--- src/rtl/sd_sector_cache_if.sv ---
// rtl/sd_sector_cache_if.sv - memory bus read port of the SD sector cache
// Ports: address/enable driven by the bus master (CPU side);
//        data_out/busy returned by the cache (slave side).
interface sd_sector_cache_if #(
    parameter int ADDR_WIDTH = 24
);
    logic [ADDR_WIDTH-1:0] address;
    logic                  enable;
    logic [7:0]            data_out;
    logic                  busy;

    modport master (
        output address,
        output enable,
        input  data_out,
        input  busy
    );

    modport slave (
        input  address,
        input  enable,
        output data_out,
        output busy
    );
endinterface

--- src/rtl/sd_sector_cache.sv ---
// rtl/sd_sector_cache.sv - single-sector read cache in front of the SD sector reader
// Ports:
//   clk, reset        clock, synchronous active-low reset
//   bus               memory bus read port (address, enable -> data_out, busy)
//   fill_req/sector   sector read request to the SD back end, held until fill_ack
//   fill_ack          back end accepted the request
//   fill_data/valid   streamed sector bytes
//   fill_done/error   end of sector / back end failure
//   invalidate        drop the cached sector
//   error             sticky fill failure flag
//   fill_count        completed-fill counter (modulo 256)
module sd_sector_cache #(
    parameter int ADDR_WIDTH  = 24,
    parameter int SECTOR_BITS = 9
) (
    input  logic                              clk,
    input  logic                              reset,
    sd_sector_cache_if.slave                  bus,
    output logic                              fill_req,
    output logic [ADDR_WIDTH-SECTOR_BITS-1:0] fill_sector,
    input  logic                              fill_ack,
    input  logic [7:0]                        fill_data,
    input  logic                              fill_valid,
    input  logic                              fill_done,
    input  logic                              fill_error,
    input  logic                              invalidate,
    output logic                              error,
    output logic [7:0]                        fill_count
);
    localparam int TAG_W        = ADDR_WIDTH - SECTOR_BITS;
    localparam int SECTOR_BYTES = 1 << SECTOR_BITS;
    localparam logic [SECTOR_BITS:0] FULL_CNT = (SECTOR_BITS + 1)'(SECTOR_BYTES);

    localparam logic [1:0] ST_IDLE = 2'd0;
    localparam logic [1:0] ST_REQ  = 2'd1;
    localparam logic [1:0] ST_FILL = 2'd2;
    localparam logic [1:0] ST_FAIL = 2'd3;

    logic [1:0]             state;
    logic                   line_valid;
    logic [TAG_W-1:0]       tag;
    logic [SECTOR_BITS:0]   byte_cnt;
    logic [SECTOR_BITS:0]   cnt_next;
    logic                   inv_pend;
    logic [SECTOR_BITS-1:0] rd_addr_q;
    logic [7:0]             rd_data;
    logic [7:0]             mem [SECTOR_BYTES];

    logic [TAG_W-1:0]       addr_tag;
    logic [SECTOR_BITS-1:0] addr_idx;
    logic                   hit;
    logic                   byte_in;

    assign addr_tag = bus.address[ADDR_WIDTH-1:SECTOR_BITS];
    assign addr_idx = bus.address[SECTOR_BITS-1:0];
    assign hit      = line_valid && (tag == addr_tag);

    // Bytes past the end of the sector are dropped rather than wrapping onto byte 0.
    assign byte_in  = reset && (state == ST_FILL) && fill_valid && (byte_cnt != FULL_CNT);
    assign cnt_next = byte_cnt + (SECTOR_BITS + 1)'(byte_in);

    always_ff @(posedge clk) begin
        if (byte_in) begin
            mem[byte_cnt[SECTOR_BITS-1:0]] <= fill_data;
        end
    end

    // Read port runs every cycle; rd_addr_q tells us whether rd_data belongs
    // to the address currently on the bus.
    always_ff @(posedge clk) begin
        if (!reset) begin
            rd_data   <= 8'h00;
            rd_addr_q <= '0;
        end else begin
            rd_data   <= mem[addr_idx];
            rd_addr_q <= addr_idx;
        end
    end

    always_comb begin
        bus.busy = 1'b0;
        case (state)
            ST_IDLE: bus.busy = bus.enable && !(hit && (rd_addr_q == addr_idx));
            ST_REQ:  bus.busy = 1'b1;
            ST_FILL: bus.busy = 1'b1;
            default: bus.busy = 1'b0;
        endcase
    end

    assign bus.data_out = (state == ST_FAIL) ? 8'hFF : rd_data;

    always_ff @(posedge clk) begin
        if (!reset) begin
            state       <= ST_IDLE;
            line_valid  <= 1'b0;
            tag         <= '0;
            fill_req    <= 1'b0;
            fill_sector <= '0;
            byte_cnt    <= '0;
            inv_pend    <= 1'b0;
            error       <= 1'b0;
            fill_count  <= 8'h00;
        end else begin
            case (state)
                ST_IDLE: begin
                    if (invalidate) begin
                        line_valid <= 1'b0;
                    end
                    if (bus.enable && !hit) begin
                        state       <= ST_REQ;
                        fill_sector <= addr_tag;
                        fill_req    <= 1'b1;
                        inv_pend    <= 1'b0;
                    end
                end
                ST_REQ: begin
                    if (invalidate) begin
                        inv_pend <= 1'b1;
                    end
                    if (fill_ack) begin
                        state    <= ST_FILL;
                        fill_req <= 1'b0;
                        byte_cnt <= '0;
                    end
                end
                ST_FILL: begin
                    byte_cnt <= cnt_next;
                    if (invalidate) begin
                        inv_pend <= 1'b1;
                    end
                    // Done is judged on the count including a byte arriving in the same cycle.
                    if (fill_error || (fill_done && (cnt_next != FULL_CNT))) begin
                        line_valid <= 1'b0;
                        error      <= 1'b1;
                        state      <= ST_FAIL;
                    end else if (fill_done) begin
                        if (inv_pend || invalidate) begin
                            line_valid <= 1'b0;
                        end else begin
                            line_valid <= 1'b1;
                            tag        <= fill_sector;
                        end
                        error      <= 1'b0;
                        fill_count <= fill_count + 8'd1;
                        state      <= ST_IDLE;
                    end
                end
                ST_FAIL: begin
                    if (!bus.enable) begin
                        state <= ST_IDLE;
                    end
                end
                default: state <= ST_IDLE;
            endcase
        end
    end
endmodule

--- src/flat_wrapper.sv ---
// flat-port wrapper written by rule: the top's interface ports become plain ports
module sd_sector_cache_flat 
#(
    parameter int ADDR_WIDTH  = 24,
    parameter int SECTOR_BITS = 9
)
  (clk, reset, fill_req, fill_sector, fill_ack, fill_data, fill_valid, fill_done, fill_error, invalidate, error, fill_count, bus_address, bus_enable, bus_data_out, bus_busy);
  sd_sector_cache_if #(.ADDR_WIDTH(ADDR_WIDTH)) bus_i ();
  input  logic clk;
  input  logic reset;
  output logic fill_req;
  output logic [ADDR_WIDTH-SECTOR_BITS-1:0] fill_sector;
  input  logic fill_ack;
  input  logic [7:0] fill_data;
  input  logic fill_valid;
  input  logic fill_done;
  input  logic fill_error;
  input  logic invalidate;
  output logic error;
  output logic [7:0] fill_count;
  input wire logic [$bits(bus_i.address)-1:0] bus_address;
  input wire logic [$bits(bus_i.enable)-1:0] bus_enable;
  output wire logic [$bits(bus_i.data_out)-1:0] bus_data_out;
  output wire logic [$bits(bus_i.busy)-1:0] bus_busy;
  assign bus_i.address = bus_address;
  assign bus_i.enable = bus_enable;
  assign bus_data_out = bus_i.data_out;
  assign bus_busy = bus_i.busy;
  sd_sector_cache #(.ADDR_WIDTH(ADDR_WIDTH), .SECTOR_BITS(SECTOR_BITS)) u_core (.clk(clk), .reset(reset), .bus(bus_i), .fill_req(fill_req), .fill_sector(fill_sector), .fill_ack(fill_ack), .fill_data(fill_data), .fill_valid(fill_valid), .fill_done(fill_done), .fill_error(fill_error), .invalidate(invalidate), .error(error), .fill_count(fill_count));
endmodule
--- config.mk ---
export PLATFORM = sky130hd
export DESIGN_NAME = sd_sector_cache_flat
export DESIGN_NICKNAME = d
export VERILOG_FILES = /design/src/rtl/sd_sector_cache_if.sv /design/src/rtl/sd_sector_cache.sv /design/src/flat_wrapper.sv
export SDC_FILE = /design/constraint.sdc
export NUM_CORES = 2
export LEC_CHECK = 0
export CAP_MARGIN = 0
export CORE_AREA = 10 10 535 537
export CTS_CLUSTER_SIZE = 25
export DETAILED_ROUTE_END_ITERATION = 10
export DIE_AREA = 0 0 545 547
export PLACE_DENSITY_LB_ADDON = 0.08
export SYNTH_ARGS = -nofsm -noshare
export SYNTH_HDL_FRONTEND = slang
export SYNTH_SLANG_ARGS = --single-unit
--- constraint.sdc ---
create_clock -name clk -period 3.8 [get_ports clk]
set_clock_uncertainty 0.05 [all_clocks]
set_input_delay 0.76 -clock clk [delete_from_list [all_inputs] [get_ports clk]]
set_output_delay 0.76 -clock clk [all_outputs]
set_load 0.05 [all_outputs]
Word level (Yosys, flattened, before mapping)
Memories as Yosys holds them, arrays and structs flattened. A register that Yosys moved wholly into a read port is not among the register bits.
Index checks and enable logic that the tools add are counted.
{"block": "totals", "reg_bits": 63, "n_memories": 1, "word_cells": 82, "ram_bits": 4096, "rom_bits": 0, "latch_bits": 0, "in_bits": 40, "output_inout_bits": 34}
{"memory": "u_core.mem", "depth": 512, "width": 8, "rd": 1, "rd_ports_with_merged_regs": 1, "write_ports": 1, "line_no": "sd_sector_cache.sv:47", "source": "logic [7:0] mem [SECTOR_BYTES];"}
{"block": "classes", "n_eq_ne": 13, "n_addsub": 2, "div_mod_pow": 0, "n_reduce_logical": 29, "magnitude_cmp": 0, "n_mul": 0, "muxes": 25, "n_bitwise": 2, "shifts": 0}
{"operator": "10-bit inequality test (second input constant)", "count": 2}
{"operator": "10-bit one-hot mux with 2 select lines", "count": 1}
{"operator": "15-bit equality test", "count": 1}
{"operator": "1-bit two-way mux", "count": 12}
{"operator": "3-bit AND reduction", "count": 4}
{"operator": "10-bit by 1-bit adder with 10-bit output", "count": 1}
{"operator": "10-bit two-way mux", "count": 1}
{"operator": "2-bit two-way mux", "count": 5}
{"operator": "2-bit nonzero test", "count": 5}
{"operator": "9-bit equality test", "count": 1}
{"operator": "8-bit by 1-bit adder with 8-bit output (second input constant)", "count": 1}
{"operator": "1-bit logical AND", "count": 8}
{"operator": "8-bit two-way mux", "count": 1}
{"operator": "1-bit one-hot mux with 2 select lines", "count": 4}
{"operator": "2-bit one-hot mux with 4 select lines", "count": 1}
{"operator": "4-bit AND reduction", "count": 2}
{"operator": "2-bit inequality test (second input constant)", "count": 3}
{"operator": "2-bit AND reduction", "count": 3}
{"operator": "2-bit equality test (second input constant)", "count": 2}
{"operator": "2-bit by 1-bit inequality test with 1-bit output (second input constant)", "count": 2}
{"operator": "1-bit logical NOT", "count": 3}
{"operator": "3-bit inequality test (second input constant)", "count": 1}
{"operator": "2-bit by 1-bit equality test with 1-bit output (second input constant)", "count": 1}
{"operator": "2-bit logical NOT", "count": 1}
{"operator": "3 further kinds", "count": 5}

Longest topological paths before layout
{"block": "logic_depth", "ltp_word": 10, "ltp_mapped": 14, "mapped_depth_nobuf": 13}

Worst setup path after synthesis
No wires, ideal clock.
{"block": "synth_timing", "path_type": "input to output", "from": "input bus_address[1]", "to": "output bus_busy", "arrival_ps": 2943, "cell_stages": 12, "n_path_buf": 6, "slack_ps": 47, "cell_sequence": "buf_2 > buf_4 > buf_4 > buf_4 > buf_2 > buf_1 > xnor2_1 > nand4_1 > nor4_1 > nand4_1 > a31oi_1 > nor2_1"}
{"block": "synth_via", "elab_chain_cells": 5}
{"element": "start: declaration", "line_no": "flat_wrapper.sv:21", "source": "input wire logic [$bits(bus_i.address)-1:0] bus_address;"}
{"element": "9-bit equality test", "line_no": "sd_sector_cache.sv:83", "source": "ST_IDLE: bus.busy = bus.enable && !(hit && (rd_addr_q == addr_idx));"}
{"element": "1-bit logical AND", "line_no": "sd_sector_cache.sv:83"}
{"element": "1-bit logical NOT", "line_no": "sd_sector_cache.sv:83"}
{"element": "1-bit logical AND", "line_no": "sd_sector_cache.sv:83"}
{"element": "1-bit one-hot mux with 2 select lines", "line_no": "sd_sector_cache.sv:82", "source": "case (state)"}
{"element": "end: declaration", "line_no": "flat_wrapper.sv:24", "source": "output wire logic [$bits(bus_i.busy)-1:0] bus_busy;"}
Every way passes these cells.

Final worst setup path
Same ends and word-level chain as after synthesis.

==> flow_summary.ini <==
[status]
outcome = completed

[floorplan]
die-area_mm2 = 0.298
die_outline_width_um = 545
floorplan.die.height_um = 547
std_cell_rows = 193
initial_util = 0.587
floorplan.io_pins = 74
floorplan.core_area_mm2 = 0.276

[place]
preCtsSetupSlack_ps = -284
gp_congestion = 0.884
io_buffers = 73
dpl.hpwl_um = 285000

[finish]
finalCoreUtilization = 0.685
nets = 8886
fillers = 17286
final_layout_size_suffix_gt1_frac = 0.325
area_growth_syn_to_layout_pct = 16.7

[grt]
grt_pass1_vias = 85189
track_usage = 0.296
largest_net_degree_at_the_start_of_global_routing = 160
antenna_found_initial = 32
overflow = 0
grt_pass1_wl_um = 633000

[sta]
finalHoldWorstSlack_ps = 183
timing.setup.tns_ps = 0
worst-slew-pin-transition_ps = 1110
timing.final.ws_setup_ps = 53.9
final_min_period_over_clock_period = 0.986
final_period_minus_worst_setup_slack_ps = 3750
report.final.setup_viol = 0
drv_slew = 0
hold_viol_final = 0
clock.fmax_mhz = 267
headroom_to_the_max_slew_limit = 0.262
rsz0062_at_grt = false

[synth]
synth_seq_area_share = 0.769
synth_enable_flop_cells = 4096
synth.ff_latch_count = 4167
postSynthCellCount = 7563
synth_flop_cell = sky130_fd_sc_hd__edfxtp_1
synth_area_leaders = sky130_fd_sc_hd__edfxtp_1 76%, sky130_fd_sc_hd__mux4_2 15%, sky130_fd_sc_hd__nor2_1 1.4%
postSynthNetCount = 7610
syn-mean-instance-area_um2 = 21.4
yosysTopAreaCell = sky130_fd_sc_hd__edfxtp_1
synth_top_area_frac = 0.761
post-synth-top-count-cell = sky130_fd_sc_hd__edfxtp_1
synth_area_mm2 = 0.162
yosys_warnings = 0
post_synth_most_frequent_cells = 4096 x sky130_fd_sc_hd__edfxtp_1, 1056 x sky130_fd_sc_hd__mux4_2, 610 x sky130_fd_sc_hd__nor2_1
synthArstFlopShare = 0
netlist-cell-type-count = 76

[clock_network]
clk_transition_reported_paths_ps = 60
cts_num_sinks = 4167
clock_path_buffers = 4
cts_made_buffers = 415
ctsHoldBuffers = 0
htree_levels = 5
cts_root_buf = sky130_fd_sc_hd__clkbuf_16
clock_latency_ps = 960
clock_tree_from_tritoncts = yes

[drt]
drt_iter0_drc = 11660
postRouteWirelength_um = 442000
drc_errors = 0
total_vias_in_the_final_route = 84951
avgRoutedWirePerCell_um = 34.3
route.detailed.vias_per_inst = 6.60
detail-route-antenna-nets = 0
first_pass_iters = 6

[pwr]
leakage_nw = 61.5
pwr_density_cell_mw_per_mm2 = 507
total_power_mw = 95.6
peakVddDrop_mv = 0.496

[worst_hold_path]
hold_class = in2reg

[critical_path]
crit_type = in2out
startpoint_type = input port
cp.arrival_ps = 2940
worst-path-max-fanout = 20
cp_data_required_time_ps = 2990
endpoint_kind = output port

[run]
max_cap_violations = 0
worst paths after layout:
path | from | to | slack (ps) | depth (start not counted)
setup reg to reg | u_core.state[0] | u_core.tag[10] | 340 | 15
hold reg to reg | u_core.fill_req | u_core.fill_req | 440 | 2
setup / recovery | bus_address[1] | bus_busy | 50 | 10
hold / removal | fill_data[2] | u_core.mem[70][2] | 180 | 1
cells in the final DEF (no fill, tap or decap), drive strengths merged, types with 13 or more instances in the layout:
cell           count
a211oi            30
a21oi             82
a22oi             80
a31oi             19
and2              14
and3              15
buf             1276
bufinv            29
clkbuf           518
clkdlybuf4s50     48
clkinv           172
clkinvlp          13
dfxtp             71
diode             13
edfxtp          4096
inv               23
mux2              16
mux2i            213
mux4            1056
nand2            210
nand2b            16
nand3             57
nand4             25
nor2             610
nor2b             15
nor3              58
nor4              20
o21ai             47
o221ai            42
o22ai            117
or2               16
xnor2             23
where the power goes:
part,switching [mW],internal (mW)
sequential,0.0539,50.5
clock,17.0,22.4
combinational,3.58,2.12
total,20.6,75.0
state kept, by name, summed over array words and instances, names as in the netlist:
| name | cells |
|---|---|
| u_core.rd_addr_q | 9 |
| u_core.inv_pend | 1 |
| u_core.tag | 15 |
| u_core.fill_sector | 15 |
| u_core.line_valid | 1 |
| u_core.mem | 4096 |
| u_core.rd_data | 8 |
| u_core.fill_req | 1 |
| u_core.error | 1 |
| u_core.state | 2 |
| u_core.fill_count | 8 |
| u_core.byte_cnt | 10 |
metrics by stage:
step | cell area, um^2 | cells
4_1_cts | 189000 | 12868
6_report | 189000 | 12881
5_1_grt | 189000 | 12873
3_5_place_dp | 176000 | 12127
3_3_place_gp | 176000 | 12127
2_1_floorplan | 162000 | 7563
metal layers:
metal | track usage | up-vias | part of all wire
li1 | - | 34182 | -
met1 | 0.430 | 44908 | 0.38
met2 | 0.444 | 5017 | 0.46
met3 | 0.0687 | 834 | 0.11
met4 | 0.111 | 10 | 0.043
met5 | 0 | - | 0.00022
critical path, stage by stage:
cell and delay [ps]:
sky130_fd_sc_hd__buf_8 350, sky130_fd_sc_hd__buf_12 260, sky130_fd_sc_hd__xnor2_1 140, sky130_fd_sc_hd__nand4_1 130
sky130_fd_sc_hd__nor4_2 290, sky130_fd_sc_hd__buf_4 230, sky130_fd_sc_hd__nand4_1 200, sky130_fd_sc_hd__a31oi_1 230
sky130_fd_sc_hd__nor2_1 60, sky130_fd_sc_hd__buf_4 190
logic make-up (layout without fill, tap and decap cells):
group | Yosys count | count (layout) | share of synthesized area
DFF | 4167 | 4167 | 0.769
other | 0 | 13 | 0
adders and majority gates | 7 | 7 | 0.000542
and+or+nand+nor | 1085 | 1085 | 0.0288
muxes | 1285 | 1285 | 0.161
xor gates and xnor gates | 32 | 32 | 0.00173
buffers and inverters | 480 | 2080 | 0.0166
AOI/OAI and AO/OA | 507 | 507 | 0.0216
cell type report:
class                      count  area, um^2  area share
sequential                  4167      124000       0.659
multi-input combinational   2916       34800       0.185
timing repair buffer        1325       11800      0.0626
clock buffer                 518       11000      0.0581
tap                         3705        4640      0.0246
clock inverter               223        1930      0.0102
inverter                      14        65.1    0.000345
antenna                       13        32.5    0.000172
timing repair:
action	4_1_cts	5_1_grt
endpoints found under the hold margin	0	0
buffers inserted	0	0
setup endpoints to repair	1	1
gates resized for setup	2	1
cloned	0	0
Power figures use the tool's default switching activity.
